--- config.mk ---
export PLATFORM = sky130hd
export DESIGN_NAME = load_access_unit_flat
export DESIGN_NICKNAME = d
export VERILOG_FILES = /design/src/rtl/load_access_unit_pkg.sv /design/src/rtl/load_access_unit_if.sv /design/src/rtl/load_access_unit_extract.sv /design/src/rtl/load_access_unit.sv /design/src/flat_wrapper.sv
export SDC_FILE = /design/constraint.sdc
export NUM_CORES = 1
export LEC_CHECK = 0
export BUFFER_PORTS_ARGS = -buffer_cell sky130_fd_sc_hd__clkbuf_2
export CORE_MARGIN = 4
export CORE_UTILIZATION = 41
export CTS_CLUSTER_DIAMETER = 80
export DETAILED_ROUTE_END_ITERATION = 12
export PLACE_DENSITY = 0.65
export SLEW_MARGIN = 0
export SYNTH_ARGS = -nofsm -noshare
export SYNTH_HDL_FRONTEND = slang
export SYNTH_SLANG_ARGS = --single-unit
--- constraint.sdc ---
create_clock -name i_clk -period 7.1 [get_ports i_clk]
set_clock_uncertainty 0.1 [all_clocks]
set_input_delay 0.71 -clock i_clk [delete_from_list [all_inputs] [get_ports i_clk]]
set_output_delay 0.71 -clock i_clk [all_outputs]
set_load 0.02 [all_outputs]
--- src/rtl/load_access_unit_pkg.sv ---
// Shared types and helpers for the load access unit: funct3 load encodings,
// FSM states, and per-type size / signedness / legality decode.
package lsu_pkg;

   typedef enum logic [2:0] {
      LT_LB  = 3'b000,
      LT_LH  = 3'b001,
      LT_LW  = 3'b010,
      LT_LD  = 3'b011,
      LT_LBU = 3'b100,
      LT_LHU = 3'b101,
      LT_LWU = 3'b110,
      LT_RSV = 3'b111
   } load_type_e;

   typedef enum logic [2:0] {
      IDLE  = 3'd0,
      REQ0  = 3'd1,
      WAIT0 = 3'd2,
      REQ1  = 3'd3,
      WAIT1 = 3'd4,
      RESP  = 3'd5
   } lau_state_e;

   function automatic logic [3:0] load_size(load_type_e t);
      case (t)
         LT_LB, LT_LBU: return 4'd1;
         LT_LH, LT_LHU: return 4'd2;
         LT_LW, LT_LWU: return 4'd4;
         LT_LD:         return 4'd8;
         default:       return 4'd1;
      endcase
   endfunction

   function automatic logic load_signed(load_type_e t);
      return (t == LT_LB) || (t == LT_LH) || (t == LT_LW);
   endfunction

   // Doubleword and unsigned-word loads only exist on a 64-bit datapath.
   function automatic logic load_legal(load_type_e t, int xlen);
      if (t == LT_RSV) return 1'b0;
      if ((xlen == 32) && ((t == LT_LD) || (t == LT_LWU))) return 1'b0;
      return 1'b1;
   endfunction

endpackage

--- src/rtl/load_access_unit_if.sv ---
// Bundle of the request, data-memory and response channels of the load unit.
// slave = the load unit itself, master = the execute stage / memory side.
interface load_access_unit_if #(
   parameter int XLEN   = 32,
   parameter int ADDR_W = 32,
   parameter int TAG_W  = 5
) ();
   // valid/ready: a transfer happens on a rising edge where both are high; the
   // sender holds valid and payload stable until then. Memory: o_mem_req and
   // o_mem_addr hold until i_mem_gnt; data returns later with i_mem_rvalid.
   logic              i_req_valid;
   logic              o_req_ready;
   logic [ADDR_W-1:0] i_req_addr;
   logic [2:0]        i_req_type;
   logic [TAG_W-1:0]  i_req_tag;
   logic              o_mem_req;
   logic [ADDR_W-1:0] o_mem_addr;
   logic              i_mem_gnt;
   logic              i_mem_rvalid;
   logic [XLEN-1:0]   i_mem_rdata;
   logic              o_rsp_valid;
   logic              i_rsp_ready;
   logic [XLEN-1:0]   o_rsp_data;
   logic [TAG_W-1:0]  o_rsp_tag;
   logic              o_rsp_err;

   modport slave (
      input  i_req_valid, i_req_addr, i_req_type, i_req_tag,
      input  i_mem_gnt, i_mem_rvalid, i_mem_rdata, i_rsp_ready,
      output o_req_ready, o_mem_req, o_mem_addr,
      output o_rsp_valid, o_rsp_data, o_rsp_tag, o_rsp_err
   );

   modport master (
      output i_req_valid, i_req_addr, i_req_type, i_req_tag,
      output i_mem_gnt, i_mem_rvalid, i_mem_rdata, i_rsp_ready,
      input  o_req_ready, o_mem_req, o_mem_addr,
      input  o_rsp_valid, o_rsp_data, o_rsp_tag, o_rsp_err
   );
endinterface

--- src/rtl/load_access_unit_extract.sv ---
// Combinational load extractor: shifts the merged beats down by the byte
// offset, keeps the access size and sign- or zero-extends to XLEN.
module load_extract
   import lsu_pkg::*;
#(
   parameter int XLEN = 32
) (
   input  logic [2*XLEN-1:0]         beats,
   input  logic [$clog2(XLEN/8)-1:0] ofs,
   input  load_type_e                ld_type,
   output logic [XLEN-1:0]           result
);
   localparam int BYTES = XLEN / 8;

   logic [XLEN-1:0] sh;
   logic [3:0]      size;
   logic            msb;
   logic            fill;

   always_comb begin
      sh   = XLEN'(beats >> {ofs, 3'b000});
      size = load_size(ld_type);
      case (size)
         4'd1:    msb = sh[7];
         4'd2:    msb = sh[15];
         4'd4:    msb = sh[31];
         default: msb = sh[XLEN-1];
      endcase
      fill   = load_signed(ld_type) & msb;
      result = '0;
      for (int i = 0; i < BYTES; i++) begin
         result[i*8 +: 8] = (i < int'(size)) ? sh[i*8 +: 8] : {8{fill}};
      end
   end
endmodule

--- src/rtl/load_access_unit.sv ---
// Sequential load unit: one request at a time, one or two aligned memory beats,
// registered extended response. `define MISALIGN_SPLIT_EN to service misaligned loads.
module load_access_unit
   import lsu_pkg::*;
#(
   parameter int XLEN   = 32,
   parameter int ADDR_W = 32,
   parameter int TAG_W  = 5
) (
   input  logic                i_clk,
   input  logic                i_reset,
   load_access_unit_if.slave   bus,
   output lau_state_e          dbg_state
);
   localparam int BYTES = XLEN / 8;
   localparam int OFS_W = $clog2(BYTES);

   lau_state_e        state, state_n;
   load_type_e        req_type, type_q;
   logic [OFS_W-1:0]  req_ofs, ofs_q;
   logic [3:0]        req_size;
   logic              req_misalign, req_cross, req_err, accept, cross_q;
   logic [XLEN-1:0]   beat0_q, beat0_in, ext_data;
   logic [ADDR_W-1:0] mem_addr_q;
   logic [XLEN-1:0]   rsp_data_q;
   logic [TAG_W-1:0]  rsp_tag_q;
   logic              rsp_err_q;

   assign req_type     = load_type_e'(bus.i_req_type);
   assign req_ofs      = bus.i_req_addr[OFS_W-1:0];
   assign req_size     = load_size(req_type);
   assign req_misalign = (req_ofs & OFS_W'(req_size - 4'd1)) != '0;
   assign accept       = bus.i_req_valid && bus.o_req_ready;

`ifdef MISALIGN_SPLIT_EN
   assign req_cross = (int'(req_ofs) + int'(req_size)) > BYTES;
   assign req_err   = !load_legal(req_type, XLEN);
`else
   assign req_cross = 1'b0;
   assign req_err   = !load_legal(req_type, XLEN) || req_misalign;
`endif

   always_ff @(posedge i_clk) begin
      if (i_reset) state <= IDLE;
      else         state <= state_n;
   end

   always_comb begin
      state_n = state;
      case (state)
         IDLE:    if (accept) state_n = req_err ? RESP : REQ0;
         REQ0:    if (bus.i_mem_gnt) state_n = WAIT0;
         WAIT0:   if (bus.i_mem_rvalid) state_n = cross_q ? REQ1 : RESP;
         REQ1:    if (bus.i_mem_gnt) state_n = WAIT1;
         WAIT1:   if (bus.i_mem_rvalid) state_n = RESP;
         RESP:    if (bus.i_rsp_ready) state_n = IDLE;
         default: state_n = IDLE;
      endcase
   end

   always_comb begin
      bus.o_req_ready = (state == IDLE) && !i_reset;
      bus.o_mem_req   = (state == REQ0) || (state == REQ1);
      bus.o_rsp_valid = (state == RESP);
      dbg_state       = state;
   end

   assign bus.o_mem_addr = mem_addr_q;
   assign bus.o_rsp_data = rsp_data_q;
   assign bus.o_rsp_tag  = rsp_tag_q;
   assign bus.o_rsp_err  = rsp_err_q;

   // The first beat is taken straight from the bus in WAIT0 so a single-beat
   // load can register its result in the same cycle the data arrives.
   assign beat0_in = (state == WAIT0) ? bus.i_mem_rdata : beat0_q;

   load_extract #(.XLEN(XLEN)) u_extract (
      .beats   ({bus.i_mem_rdata, beat0_in}),
      .ofs     (ofs_q),
      .ld_type (type_q),
      .result  (ext_data)
   );

   always_ff @(posedge i_clk) begin
      if (i_reset) begin
         type_q     <= LT_LB;
         ofs_q      <= '0;
         cross_q    <= 1'b0;
         beat0_q    <= '0;
         mem_addr_q <= '0;
         rsp_data_q <= '0;
         rsp_tag_q  <= '0;
         rsp_err_q  <= 1'b0;
      end else begin
         if (accept) begin
            type_q     <= req_type;
            ofs_q      <= req_ofs;
            cross_q    <= req_cross;
            mem_addr_q <= {bus.i_req_addr[ADDR_W-1:OFS_W], {OFS_W{1'b0}}};
            rsp_tag_q  <= bus.i_req_tag;
            if (req_err) begin
               rsp_data_q <= '0;
               rsp_err_q  <= 1'b1;
            end
         end
         if ((state == WAIT0) && bus.i_mem_rvalid) begin
            beat0_q <= bus.i_mem_rdata;
            if (cross_q) begin
               mem_addr_q <= mem_addr_q + ADDR_W'(BYTES);
            end else begin
               rsp_data_q <= ext_data;
               rsp_err_q  <= 1'b0;
            end
         end
         if ((state == WAIT1) && bus.i_mem_rvalid) begin
            rsp_data_q <= ext_data;
            rsp_err_q  <= 1'b0;
         end
      end
   end
endmodule
--- src/flat_wrapper.sv ---
// flat-port wrapper written by rule: the top's interface ports become plain ports
module load_access_unit_flat import lsu_pkg::*;
#(
   parameter int XLEN   = 32,
   parameter int ADDR_W = 32,
   parameter int TAG_W  = 5
)
  (i_clk, i_reset, dbg_state, bus_i_req_valid, bus_i_req_addr, bus_i_req_type, bus_i_req_tag, bus_i_mem_gnt, bus_i_mem_rvalid, bus_i_mem_rdata, bus_i_rsp_ready, bus_o_req_ready, bus_o_mem_req, bus_o_mem_addr, bus_o_rsp_valid, bus_o_rsp_data, bus_o_rsp_tag, bus_o_rsp_err);
  load_access_unit_if #(.XLEN(XLEN), .ADDR_W(ADDR_W), .TAG_W(TAG_W)) bus_i ();
  input  logic i_clk;
  input  logic i_reset;
  output lau_state_e dbg_state;
  input wire logic [$bits(bus_i.i_req_valid)-1:0] bus_i_req_valid;
  input wire logic [$bits(bus_i.i_req_addr)-1:0] bus_i_req_addr;
  input wire logic [$bits(bus_i.i_req_type)-1:0] bus_i_req_type;
  input wire logic [$bits(bus_i.i_req_tag)-1:0] bus_i_req_tag;
  input wire logic [$bits(bus_i.i_mem_gnt)-1:0] bus_i_mem_gnt;
  input wire logic [$bits(bus_i.i_mem_rvalid)-1:0] bus_i_mem_rvalid;
  input wire logic [$bits(bus_i.i_mem_rdata)-1:0] bus_i_mem_rdata;
  input wire logic [$bits(bus_i.i_rsp_ready)-1:0] bus_i_rsp_ready;
  output wire logic [$bits(bus_i.o_req_ready)-1:0] bus_o_req_ready;
  output wire logic [$bits(bus_i.o_mem_req)-1:0] bus_o_mem_req;
  output wire logic [$bits(bus_i.o_mem_addr)-1:0] bus_o_mem_addr;
  output wire logic [$bits(bus_i.o_rsp_valid)-1:0] bus_o_rsp_valid;
  output wire logic [$bits(bus_i.o_rsp_data)-1:0] bus_o_rsp_data;
  output wire logic [$bits(bus_i.o_rsp_tag)-1:0] bus_o_rsp_tag;
  output wire logic [$bits(bus_i.o_rsp_err)-1:0] bus_o_rsp_err;
  assign bus_i.i_req_valid = bus_i_req_valid;
  assign bus_i.i_req_addr = bus_i_req_addr;
  assign bus_i.i_req_type = bus_i_req_type;
  assign bus_i.i_req_tag = bus_i_req_tag;
  assign bus_i.i_mem_gnt = bus_i_mem_gnt;
  assign bus_i.i_mem_rvalid = bus_i_mem_rvalid;
  assign bus_i.i_mem_rdata = bus_i_mem_rdata;
  assign bus_i.i_rsp_ready = bus_i_rsp_ready;
  assign bus_o_req_ready = bus_i.o_req_ready;
  assign bus_o_mem_req = bus_i.o_mem_req;
  assign bus_o_mem_addr = bus_i.o_mem_addr;
  assign bus_o_rsp_valid = bus_i.o_rsp_valid;
  assign bus_o_rsp_data = bus_i.o_rsp_data;
  assign bus_o_rsp_tag = bus_i.o_rsp_tag;
  assign bus_o_rsp_err = bus_i.o_rsp_err;
  load_access_unit #(.XLEN(XLEN), .ADDR_W(ADDR_W), .TAG_W(TAG_W)) u_core (.i_clk(i_clk), .i_reset(i_reset), .bus(bus_i), .dbg_state(dbg_state));
endmodule
# ---- Word-level counts from Yosys, hierarchy flattened
# Index checks and enable logic that the tools add are counted.
dict set report op_classes {
  add_sub_neg 1
  mul 0
  div 0
  order_cmp 4
  n_eq_ne 24
  shift 1
  mux 26
  bitwise 2
  reduce_logical 25
}
# op n
set op_table {}
lappend op_table {{32-bit 2-to-1 mux} 5}
lappend op_table {{64-bit by 5-bit right shift with 32-bit output} 1}
lappend op_table {{8-bit 2-to-1 mux} 4}
lappend op_table {{3-bit equality test (second input constant)} 7}
lappend op_table {{3-bit by 2-bit equality test with 1-bit output (second input constant)} 6}
lappend op_table {{3-bit 2-to-1 mux} 6}
lappend op_table {{3-bit case mux with 5 select lines} 1}
lappend op_table {{4-bit case mux with 3 select lines} 1}
lappend op_table {{2-bit inequality test (second input constant)} 5}
lappend op_table {{2-bit OR reduction} 5}
lappend op_table {{3-bit by 1-bit equality test with 1-bit output (second input constant)} 3}
lappend op_table {{1-bit by 4-bit less-than comparator with 1-bit output (first input constant)} 2}
lappend op_table {{2-bit by 4-bit less-than comparator with 1-bit output (first input constant)} 2}
lappend op_table {{1-bit 2-to-1 mux} 7}
lappend op_table {{3-bit logical NOT} 2}
lappend op_table {{2-bit case mux with 3 select lines} 1}
lappend op_table {{6-bit AND reduction} 1}
lappend op_table {{3-bit nonzero test} 2}
lappend op_table {{1-bit logical OR} 5}
lappend op_table {{4-bit by 1-bit equality test with 1-bit output (second input constant)} 1}
lappend op_table {{4-bit by 2-bit equality test with 1-bit output (second input constant)} 1}
lappend op_table {{1-bit logical AND} 4}
lappend op_table {{2-bit AND reduction} 2}
lappend op_table {{3-bit OR reduction} 1}
lappend op_table {{7 further kinds} 8}
dict set report totals {
  ff_bits 108
  latch_bits 0
  ramBits 0
  rom_bits 0
  input_bits 78
  output_inout_bits 76
  n_memories 0
}

# ---- Logic depth before layout (Yosys ltp)
# Gate-level depths: netlist of run 1.
dict set report depth {
  ltp_word 12
  mapped_depth 10
  depth_no_buf 7
}

# ---- By module
# A second synthesis of run 1 with hierarchy kept.
dict set report unflattened {
  hier_cells 524
  hier_area_um2 5477.8
}
# module n_inst cells_each area_each_um2 seq_area_each_um2
set by_module_without_submodules {}
lappend by_module_without_submodules {load_access_unit 1 426 4384.2 2162.1}
lappend by_module_without_submodules {load_extract 1 98 1093.5 0.0}

# ---- Worst setup path after synthesis of run 1
# No wires, ideal clock.
dict set report synth_timing {
  path_type {reg2reg}
  startpoint {register u_core.state[2] (netlist: u_core.dbg_state[2])}
  endpoint {register u_core.rsp_data_q[10] (netlist: u_core.bus.o_rsp_data[10])}
  setup_time_ps 117
  t_arrival_ps 2595
  required_ps 6883
  path_slack_ps 4288
  path_stages_with_launch 9
  path_buffers 3
  path_cell_list {dfxtp_1 > clkbuf_1 > nor4_1 > and2_1 > clkbuf_1 > a21oi_1 > nor2b_1 > buf_1 > a22o_1}
}
dict set report synth_between {
  elab_cells_between_ends 17
  classes_between {eq/ne: 2; shift: 1; mux: 5; bitwise: 1; reduce/logical: 8}
}
# item line
set synth_rtl {}
lappend synth_rtl {{start, declared} load_access_unit.sv:18} ;# lau_state_e state, state_n;
lappend synth_rtl {{start signal, assigned} load_access_unit.sv:45} ;# else state <= state_n;
lappend synth_rtl {{3-bit logical NOT} load_access_unit.sv:62} ;# bus.o_req_ready = (state == IDLE) && !i_reset;
lappend synth_rtl {{1-bit logical AND} load_access_unit.sv:62}
lappend synth_rtl {{via bus_o_req_ready} flat_wrapper.sv:21} ;# output wire logic [$bits(bus_i.o_req_ready)-1:0] bus_o_req_ready;
lappend synth_rtl {{1-bit logical AND} load_access_unit.sv:33} ;# assign accept = bus.i_req_valid && bus.o_req_ready;
lappend synth_rtl {{3-bit nonzero test (no line)} -}
lappend synth_rtl {{2-bit AND reduction (no line)} -}
lappend synth_rtl {{end signal, assigned} load_access_unit.sv:111} ;# rsp_data_q <= ext_data;
lappend synth_rtl {{end signal, assigned} load_access_unit.sv:116} ;# rsp_data_q <= ext_data;
lappend synth_rtl {{end, declared} load_access_unit.sv:25} ;# logic [XLEN-1:0] rsp_data_q;
# The timed path passes the listed nets, and every way through them passes these cells.
# A chain may end at the register's enable or synchronous reset.

# ---- Worst setup path in the final report of run 1
dict set report layout_timing {
  startpoint {register u_core.state[1] (netlist: u_core.dbg_state[1])}
  endpoint {register u_core.rsp_data_q[16] (netlist: u_core.bus.o_rsp_data[16])}
}
dict set report layout_between {
  elab_chain_len 8
  elab_cells_between_ends 17
  classes_between {eq/ne: 2; shift: 1; mux: 5; bitwise: 1; reduce/logical: 8}
}
# item line
set layout_lines {}
lappend layout_lines {{3-bit by 2-bit equality test with 1-bit output} {load_access_unit.sv:75, load_access_unit.sv:106}}
lappend layout_lines {{32-bit 2-to-1 mux} load_access_unit.sv:75} ;# assign beat0_in = (state == WAIT0) ? bus.i_mem_rdata : beat0_q;
lappend layout_lines {{64-bit by 5-bit right shift with 32-bit output} load_access_unit_extract.sv:21} ;# sh = XLEN'(beats >> {ofs, 3'b000});
lappend layout_lines {{1-bit case mux with 2 select lines} load_access_unit_extract.sv:23} ;# case (size)
lappend layout_lines {{1-bit AND} load_access_unit_extract.sv:29} ;# fill = load_signed(ld_type) & msb;
lappend layout_lines {{8-bit 2-to-1 mux} load_access_unit_extract.sv:32} ;# result[i*8 +: 8] = (i < int'(size)) ? sh[i*8 +: 8] : {8{fill}};
lappend layout_lines {{32-bit 2-to-1 mux} load_access_unit.sv:106} ;# if ((state == WAIT0) && bus.i_mem_rvalid) begin
lappend layout_lines {{32-bit 2-to-1 mux} load_access_unit.sv:115} ;# if ((state == WAIT1) && bus.i_mem_rvalid) begin
# Parallel ways exist; a longest one is shown, timed or not.

==> results of run 1 <==
-- tightest hold or removal path: stages (launching register included) --
cell,delay (ps)
dfxtp_1,310
nand2_1,50
a21oi_1,50
-- logic make-up after synthesis --
group	after synthesis	share of synthesized area, %
simple gates	256	21.4
compound gates	123	14.9
flops	108	38.8
mux	71	18.3
buf+inv	62	4.81
fa+ha+maj	6	1.35
xor+xnor	2	0.315
other cells	1	0.0673
-- routing by layer --
metal  vias to the layer above  wire, um
met5                         -         0
met4                         0       274
met3                        17      1090
met2                       149      7250
met1                      2336      6630
li1                       2440         -
-- worst paths after layout --
path                            start                   endpoint  slack [ps]  cells after the start
setup / recovery  u_core.dbg_state[1]  u_core.bus.o_rsp_data[16]        3430                      7
hold reg to reg     u_core.beat0_q[7]          u_core.beat0_q[7]         360                      2
hold / removal      u_core.beat0_q[7]          u_core.beat0_q[7]         360                      2
setup reg to reg  u_core.dbg_state[1]  u_core.bus.o_rsp_data[16]        3430                      7
-- synthesized netlist by cell type (all sizes together), types with 4 or more instances --
| cell type | instances | area (um^2) |
|---|---|---|
| a22oi | 24 | 180 |
| nor2b | 7 | 43.8 |
| dfxtp | 108 | 2160 |
| o22ai | 8 | 50.1 |
| buf | 12 | 80.1 |
| a21oi | 52 | 260 |
| mux2 | 25 | 285 |
| a22o | 8 | 70.1 |
| clkbuf | 47 | 176 |
| nand3b | 39 | 293 |
| nor3 | 4 | 20.0 |
| mux4 | 22 | 495 |
| mux2i | 24 | 240 |
| ha | 6 | 75.1 |
| and2 | 4 | 25.0 |
| o21a | 7 | 52.6 |
| nand2 | 166 | 623 |
| a211oi | 10 | 90.1 |
| nor2 | 23 | 86.3 |
-- power by group through the flow --
| stage | Clock [mW] | Sequential [mW] | Combinational, mW |
|---|---|---|---|
| 6_report | 0.559 | 0.763 | 0.690 |
| 5_1_grt | 0.595 | 0.775 | 0.754 |
| 4_1_cts | 0.573 | 0.762 | 0.694 |
| 3_5_place_dp | 0 | 0.775 | 0.690 |
| 3_3_place_gp | 0 | 0.769 | 0.674 |
| 2_1_floorplan | 0 | 0.802 | 0.471 |
-- stage by stage --
| stage | util (%) | instance area [um^2] | hold slack [ps] | setup WS (ps) | instances |
|---|---|---|---|---|---|
| final | 50.3 | 6690 | 357 | 3430 | 921 |
| after global routing | 50.3 | 6690 | 374 | 3180 | 921 |
| after CTS | 50.3 | 6690 | 360 | 3420 | 921 |
| after detailed placement | 47.8 | 6360 | 349 | 3440 | 905 |
| after global placement | 47.8 | 6360 | 338 | 3560 | 905 |
| after floorplan | - | 5570 | 332 | 4290 | 630 |
-- sequential cells by signal, indices dropped and copies added (netlist names) --
| signal | cells |
|---|---|
| u_core.beat0_q | 32 |
| u_core.bus.o_rsp_data | 32 |
| u_core.bus.o_mem_addr | 30 |
| u_core.bus.o_rsp_tag | 5 |
| u_core.dbg_state | 3 |
| u_core.type_q | 3 |
| u_core.ofs_q | 2 |
| u_core.bus.o_rsp_err | 1 |
-- final cells by class --
type                       count  area share [%]
clock buffer                   9            3.37
clock inverter                 7            1.57
inverter                       3           0.168
multi-input combinational    460            47.1
sequential                   108            32.4
tap                          176            3.29
timing repair buffer         158            12.1
==> metrics.yaml, run 1 <==
outcome: "finished clean"
initial_utilization_pct: 41.9
top_usage_layer: "met2"
met1_track_usage_gr_pct: 23.9
cts.sink_count: 108
power_leakage_nw: 2.78
switching_share_pct: 36.9
number_of_enable_type_register_cells_in_the_synthesized_netlist: 0
clock_tree.htree_level_count: 3
combPwrFrac_pct: 34.3
cp_data_required_time_ps: 7190
antenna_found_initial: 0
power.ir.vdd_worst_mv: 0.171
port_buffers: 151
sequential_share_of_the_synthesized_area_pct: 38.8
hold_buffers: 0
most-common-layout-cells: "nand2_1 (166), clkbuf_2 (151), dfxtp_1 (106), a21oi_1 (51), nand3b_1 (39)"
register_clock_pin_slew_on_the_reported_worst_setup_and_hold_paths_ps: 80
grt_use_total_pct: 19.5
die_height_um: 125
route.antenna.remaining_nets: 0
worst_path_dominant_cell_family: "compound AO/OA/AOI/OAI gates"
drt-vias-per-instance: 5.37
fp-row-count: 42
power.switching_mw: 0.742
cts_resized: 0
post-cts-setup-buffer-count: 0
grt_max_degree: 104
finalCritPeriodShare_pct: 51.7
slew_violations: 0
setup_viol: 0
worstMarginPinSlew_ps: 1220
critPathBufInv: 1
synth_cell_types: 50
fin_nets: 824
critical-path-max-stage-delay_ps: 610
ys_seq_elements: 108
floorplan.die.width_um: 125
min-delay-path-class: "flop to flop"
power_frac_clock_pct: 27.8
syn-cell-area_mm2: 0.00557
pin_count: 154
share_of_flip_flops_with_an_asynchronous_set_or_reset_after_synthesis_pct: 0
fill_cells: 1285
flop_pwr_share_pct: 37.9
clock_tree.buffer_depth: 2
crit_path_cell_trace: "nor3b_4 > buf_4 > mux4_2 > a32o_1 > a2111oi_2 > or4_1 > o22ai_1"
worstSetupPathType: "flop to flop"
max-cap-violations: 0
route.detailed.drc: 0
total_power_mw: 2.01
internal_power_mw: 1.27
final.setup.tns_ps: 0
drt_iter0_drc: 310
diodes: 0
fmax_mhz: 273
slowest_stage: "mux4_2"
multiInputGateArea_mm2: 0.00315
slew-limit-headroom_pct: 18.6
place_hpwl_mm: 10.8
cp_startpoint_kind: "flop"
gr-usage-met2_pct: 32.8
mostFrequentLayoutCell: "nand2_1"
cts-buffers-inserted: 9
instance_count_of_the_mapped_netlist: 629
p_per_area_mw_per_mm2: 301
gpl.final_weighted_congestion: 0.862
ff_latch_area_mm2: 0.00216
syn_area_per_cell_um2: 8.85
cts_tree: "built"
drt-wirelength-per-cell_um: 16.5
design.die.area_mm2: 0.0155
end_kind: "flop"
synth_warnings: 0
drive_above_1_share_pct: 31.1
finalHoldViolCount: 0
area_growth_syn_to_layout_pct: 20.1
drtPass1Iterations: 5
final_period_minus_worst_setup_slack_ps: 3670
worst_ep_arrival_time_ps: 3760
rsz0062_at_grt: "false"
ys_dominant_reg_cell: "dfxtp_1"
wirelength_mm: 15.2
clock_insertion_delay_at_the_later_pin_of_the_skew_report_ps: 350
clock_tree.root_cell: "clkbuf_16"
worstPathMaxFanout: 35
grt_pass1_wl_mm: 24.7
grt.met3_usage_pct: 6.43
globalRouteOverflowTotal: 0
design.core.area_mm2: 0.0133
grt_pass1_vias: 4842
route.vias.total: 4942
Power figures use the tool's default switching activity.
==> run 2, diff against run 1 <==
--- a/config.mk
+++ b/config.mk
@@ -10,7 +10,7 @@
 export CORE_UTILIZATION = 41
 export CTS_CLUSTER_DIAMETER = 80
 export DETAILED_ROUTE_END_ITERATION = 12
-export PLACE_DENSITY = 0.65
+export PLACE_DENSITY = 0.68
 export SLEW_MARGIN = 0
 export SYNTH_ARGS = -nofsm -noshare
 export SYNTH_HDL_FRONTEND = slang
==> constraint.sdc (replaced) <==
create_clock -name i_clk -period 3.1 [get_ports i_clk]
set_clock_uncertainty 0.1 [all_clocks]
set_input_delay 0.31 -clock i_clk [delete_from_list [all_inputs] [get_ports i_clk]]
set_output_delay 0.31 -clock i_clk [all_outputs]
set_load 0.02 [all_outputs]
==> run 2 against run 1 <==
Against the previous run: via count rose by 2.3%; maximum frequency rose by 35%; setup slack got worse by 3100 ps; non-clock buffer count rose by 10; flip-flop and latch count did not move; critical path depth rose by 1; global-route usage rose by 0.32 points; die area did not move; clock power rose by 120%; critical endpoint is now u_core.bus.o_rsp_data[27]; highest routed layer unchanged.
==> metrics.yaml, run 2 (synthesized netlist as in run 1, its figures left out) <==
outcome: "finished clean"
most-common-layout-cells: "nand2_1 (166), clkbuf_2 (151), dfxtp_1 (106), a21oi_1 (51), nand3b_1 (39)"
end_kind: "flop"
slew-limit-headroom_pct: 22.1  # +3.5 points
cts.sink_count: 108  # unchanged
fmax_mhz: 368  # +35%
hold_buffers: 0  # unchanged
antenna_found_initial: 0  # unchanged
globalRouteOverflowTotal: 0  # unchanged
cts-buffers-inserted: 9  # unchanged
grt_max_degree: 60  # -42%
fp-row-count: 42  # unchanged
rsz0062_at_grt: "false"
route.layer.met1.wl_mm: 6.61  # -0.26%
switching_share_pct: 36.3  # -0.61 points
finalHoldViolCount: 0  # unchanged
flop_pwr_share_pct: 36.6  # -1.3 points
critical_path.reg2reg.endpoint: "u_core.bus.o_rsp_data[27]"
hold-path-endpoint: "u_core.bus.o_mem_addr[23]"
timing.rr.start: "u_core.dbg_state[2]"
worstSetupPathType: "flop to flop"
fin_nets: 834  # +1.2%
post-cts-setup-buffer-count: 0  # unchanged
cp_data_required_time_ps: 3260  # -3930 ps
wirelength_mm: 15.6  # +2.2%
hold_path_start: "bus_i_req_addr[23]"
drive_above_1_share_pct: 32.0  # +0.82 points
internal_power_mw: 2.93  # +130%
route.antenna.remaining_nets: 0  # unchanged
drt_iter0_drc: 337  # +8.7%
placed_cell_area_mm2: 0.00643  # +1.2%
worst_slack_ps: 380  # -3050 ps
cts_resized: 0  # unchanged
slew_violations: 0  # unchanged
r2r_setup_slack_ps: 380  # -3050 ps
area_growth_syn_to_layout_pct: 21.1
gpl.final_weighted_congestion: 0.832  # -3.4%
diodes: 0  # unchanged
worst_ep_arrival_time_ps: 2880  # -880 ps
grt_use_total_pct: 19.8  # +0.32 points
floorplan.die.width_um: 125  # unchanged
port_buffers: 151  # unchanged
drt-wirelength-per-cell_um: 16.7  # +1.2%
route.vias.total: 5055  # +2.3%
power.ir.vdd_worst_mv: 0.327  # +91%
mostFrequentLayoutCell: "nand2_1"
design.core.area_mm2: 0.0133  # unchanged
cp_startpoint_kind: "flop"
power_frac_clock_pct: 26.6  # -1.2 points
finalCritPeriodShare_pct: 87.7  # +36 points
route.detailed.drc: 0  # unchanged
worstMarginPinSlew_ps: 1170  # -55.3 ps
power_leakage_nw: 2.82  # +1.4%
worstPathMaxFanout: 16  # -54%
design_area_mm2: 0.00675  # +0.88%
place_hpwl_mm: 11.2  # +3.1%
initial_utilization_pct: 41.9  # unchanged
drtPass1Iterations: 5  # unchanged
drt-vias-per-instance: 5.44  # +1.3%
grt_pass1_wl_mm: 25.4  # +3.0%
top_signal_layer_used: "met4"
final.setup.tns_ps: 0  # unchanged
setup_viol: 0  # unchanged
cts_tree: "built"
min-delay-path-class: "input port to flop"
hold_depth: 3  # +1
clock_tree.htree_level_count: 3  # unchanged
clock_tree.root_cell: "clkbuf_16"
final_period_minus_worst_setup_slack_ps: 2720  # -948 ps
clock_tree.buffer_depth: 2  # unchanged
wire_length_on_met3_mm: 1.10  # +1.0%
max-cap-violations: 0  # unchanged
die_height_um: 125  # unchanged
detailroute.wirelength.met2_mm: 7.53  # +3.8%
design.die.area_mm2: 0.0155  # unchanged
combPwrFrac_pct: 36.7  # +2.4 points
rr_worst_depth: 8  # +1
pin_count: 154  # unchanged
grt_pass1_vias: 5005  # +3.4%
power.switching_mw: 1.67  # +120%
p_per_area_mw_per_mm2: 682  # +130%
clock_insertion_delay_at_the_later_pin_of_the_skew_report_ps: 350  # about the same
register_clock_pin_slew_on_the_reported_worst_setup_and_hold_paths_ps: 70  # about the same
pre_cts_slack_ps: 373  # -3060 ps
[run 2: worst max path at each step]
stage / from / endpoint
floorplan: u_core.dbg_state[2] / u_core.bus.o_rsp_data[10]
global placement: u_core.dbg_state[2] / u_core.bus.o_rsp_data[23]
detailed placement: u_core.dbg_state[2] / u_core.bus.o_rsp_data[24]
CTS: u_core.dbg_state[2] / u_core.bus.o_rsp_data[24]
global route: u_core.dbg_state[2] / u_core.bus.o_rsp_data[25]
finish: u_core.dbg_state[2] / u_core.bus.o_rsp_data[27]
[run 2: through the flow]
step                cells  hold slack [ps]  power, mW  utilization, %
detailed placement    915              350       3.40            48.4
global placement      915              342       3.36            48.4
finish                930             38.9       4.60            50.7
global route          930             44.6       4.88            50.7
CTS                   930             24.6       4.64            50.7
floorplan             630              309       2.91               -
[run 2: final cells by class]
type | instances | area (um^2)
Clock buffer | 9 | 225
Clock inverter | 6 | 88.8
Fill cell | 1242 | 6550
Inverter | 3 | 11.3
Multi-Input combinational cell | 460 | 3150
Sequential cell | 108 | 2160
Tap cell | 176 | 220
Timing Repair Buffer | 168 | 883
[run 2: critical path, stage by stage, from the launching register on]
cell and delay [ps]:
dfxtp_1 340, nor3b_4 250, buf_4 290, mux2_4 350, o32ai_2 290, a2111oi_2 90, or4_1 490, buf_4 220
a211oi_1 200
[run 2: power groups by stage]
| stage | sequential (mW) | combinational (mW) | clock [mW] |
|---|---|---|---|
| detailed placement | 1.71 | 1.69 | 0 |
| finish | 1.69 | 1.69 | 1.23 |
| CTS | 1.68 | 1.70 | 1.26 |
| global placement | 1.71 | 1.65 | 0 |
| global route | 1.71 | 1.86 | 1.32 |
| floorplan | 1.84 | 1.08 | 0 |
[run 2: routing by layer]
metal / up-vias / global-route usage, %
met1: 2386 / 24.8
li1: 2458 / -
met3: 28 / 5.45
met5: - / 0
met4: 0 / 6.71
met2: 183 / 32.8
==> run 3, diff against run 2 <==
--- a/config.mk
+++ b/config.mk
@@ -5,7 +5,7 @@
 export SDC_FILE = /design/constraint.sdc
 export NUM_CORES = 1
 export LEC_CHECK = 0
-export BUFFER_PORTS_ARGS = -buffer_cell sky130_fd_sc_hd__clkbuf_2
+export BUFFER_PORTS_ARGS = -buffer_cell sky130_fd_sc_hd__buf_4
 export CORE_MARGIN = 4
 export CORE_UTILIZATION = 41
 export CTS_CLUSTER_DIAMETER = 80
==> run 3 against run 2 <==
Against the previous run: power down 0.63%; setup slack worse by 19 ps; register-to-register slack worse by 20 ps; via count about the same; maximum frequency down 0.69%; flip-flop and latch count unchanged; sequential share of layout area down 1.5 points; combinational power up 7%; worst hold slack worse by 1.7 ps; cell count unchanged; count of clock-buffer cells in the layout up 2; critical endpoint is now u_core.bus.o_rsp_data[23].
==> metrics.yaml, run 3 (synthesized netlist as in run 1, its figures left out) <==
drive_above_1_share_pct: 31.8  # -0.13 points
initial_utilization_pct: 41.9  # unchanged
worstMarginPinSlew_ps: 1170  # +0.332 ps
cts_tree: "built"
worstPathMaxFanout: 16  # unchanged
clock_insertion_delay_at_the_later_pin_of_the_skew_report_ps: 350  # about the same
cts-buffers-inserted: 9  # unchanged
worst_ep_arrival_time_ps: 2890  # about the same
area_growth_syn_to_layout_pct: 27.2
total_power_mw: 4.57  # -0.63%
fin_nets: 833  # -0.12%
cts.sink_count: 108  # unchanged
route.detailed.drc: 0  # unchanged
drt-wirelength-per-cell_um: 16.8  # +0.63%
floorplan.die.width_um: 125  # unchanged
rsz0062_at_grt: "false"
rr_worst_depth: 8  # unchanged
hold_buffers: 0  # unchanged
globalRouteOverflowTotal: 0  # unchanged
drtPass1Iterations: 5  # unchanged
end_kind: "flop"
fmax_mhz: 365  # -0.69%
clock_tree.buffer_depth: 2  # unchanged
grt_use_total_pct: 19.7  # -0.069 points
worstSetupStartpoint: "u_core.dbg_state[2]"
min-delay-path-class: "input port to flop"
diodes: 0  # unchanged
drt_iter0_drc: 282  # -16%
slew_violations: 0  # unchanged
design.core.area_mm2: 0.0133  # unchanged
place_hpwl_mm: 11.4  # +2.2%
route.vias.total: 5054  # -0.020%
power_leakage_nw: 2.91  # +3.1%
die_height_um: 125  # unchanged
cts_resized: 0  # unchanged
port_buffers: 151  # unchanged
worstSetupPathType: "flop to flop"
grt_pass1_vias: 4975  # -0.60%
grt_pass1_wl_mm: 25.3  # -0.52%
most-common-layout-cells: "buf_4 (167), nand2_1 (166), dfxtp_1 (106), a21oi_1 (51), nand3b_1 (39)"
pin_count: 154  # unchanged
wirelength_mm: 15.7  # +0.63%
cp_startpoint_kind: "flop"
clock_tree.htree_level_count: 3  # unchanged
outcome: "finished clean"
route.antenna.remaining_nets: 0  # unchanged
grt_max_degree: 102  # +70%
setup_viol: 0  # unchanged
cp_data_required_time_ps: 3250  # about the same
power.ir.vdd_worst_mv: 0.371  # +14%
max-cap-violations: 0  # unchanged
timing.rr.start: "u_core.dbg_state[2]"
hold_depth: 3  # unchanged
antenna_found_initial: 0  # unchanged
clock_tree.root_cell: "clkbuf_16"
gpl.final_weighted_congestion: 0.834  # +0.28%
design.die.area_mm2: 0.0155  # unchanged
mostFrequentLayoutCell: "buf_4"
final.setup.tns_ps: 0  # unchanged
post-cts-setup-buffer-count: 0  # unchanged
finalCritPeriodShare_pct: 88.4  # +0.61 points
drt-vias-per-instance: 5.43  # about the same
register_clock_pin_slew_on_the_reported_worst_setup_and_hold_paths_ps: 70  # about the same
hold_path_start: "bus_i_req_addr[10]"
finalHoldViolCount: 0  # unchanged
slew-limit-headroom_pct: 22.1  # -0.022 points
fp-row-count: 42  # unchanged
p_per_area_mw_per_mm2: 646  # -5.3%
final_period_minus_worst_setup_slack_ps: 2740  # +18.9 ps
==> run 3: cell types whose count changed in the layout (fill, tap and decap cells not counted) <==
cell | previous run | this run
buf_4 | 17 | 167
bufinv_16 | 2 | 0
clkbuf_1 | 0 | 1
clkbuf_2 | 151 | 0
clkbuf_8 | 0 | 1
clkinv_4 | 0 | 2
inv_6 | 1 | 0
==> run 3: metal layers <==
metal	vias up	wire, um	global-route usage (%)	part of all wire [%]
li1	2449	-	-	-
met1	2407	6590	24.7	42
met2	174	7410	32.0	47
met3	24	1260	6.39	8.1
met4	0	399	6.90	2.5
met5	-	0	0	0
==> run 3: path summary, 6_finish.rpt <==
| check | endpoint | slack (ps) |
|---|---|---|
| min | u_core.bus.o_mem_addr[10] | 40 |
| max reg2reg | u_core.bus.o_rsp_data[23] | 360 |
| max | u_core.bus.o_rsp_data[23] | 360 |
| min reg2reg | u_core.beat0_q[7] | 360 |
==> run 3: area by class of cell <==
| type | count | area (um^2) |
|---|---|---|
| multi-input combinational | 460 | 3150 |
| clock buffer | 11 | 243 |
| sequential | 108 | 2160 |
| inverter | 3 | 11.3 |
| clock inverter | 5 | 37.5 |
| fill | 1226 | 6210 |
| timing repair buffer | 167 | 1250 |
| tap | 176 | 220 |
==> run 3: critical path: stages, from the launching register on <==
cell and delay, ps:
dfxtp_1 340, nor3b_4 240, buf_4 280, mux2_4 350
o32ai_2 310, a2111oi_2 100, or4_1 480, buf_4 220
a311oi_1 230
==> run 3: metrics by stage <==
| step | std cells | area [um^2] | hold slack (ps) | utilization (%) | worst slack (ps) |
|---|---|---|---|---|---|
| finish | 930 | 7080 | 37.2 | 53.3 | 361 |
| global route | 930 | 7080 | 22.1 | 53.3 | 200 |
| CTS | 930 | 7080 | 27.8 | 53.3 | 332 |
| detailed placement | 914 | 6800 | 348 | 51.2 | 363 |
| global placement | 914 | 6800 | 340 | 51.2 | 443 |
| floorplan | 630 | 5570 | 309 | - | 288 |
==> run 3: power by group <==
group          total (mW)  leakage [nW]  internal, mW  switching (mW)
combinational        1.80          1.90         0.777            1.02
sequential           1.69         0.878          1.56           0.131
clock                1.08         0.132         0.569           0.516
total                4.57          2.91          2.90            1.67
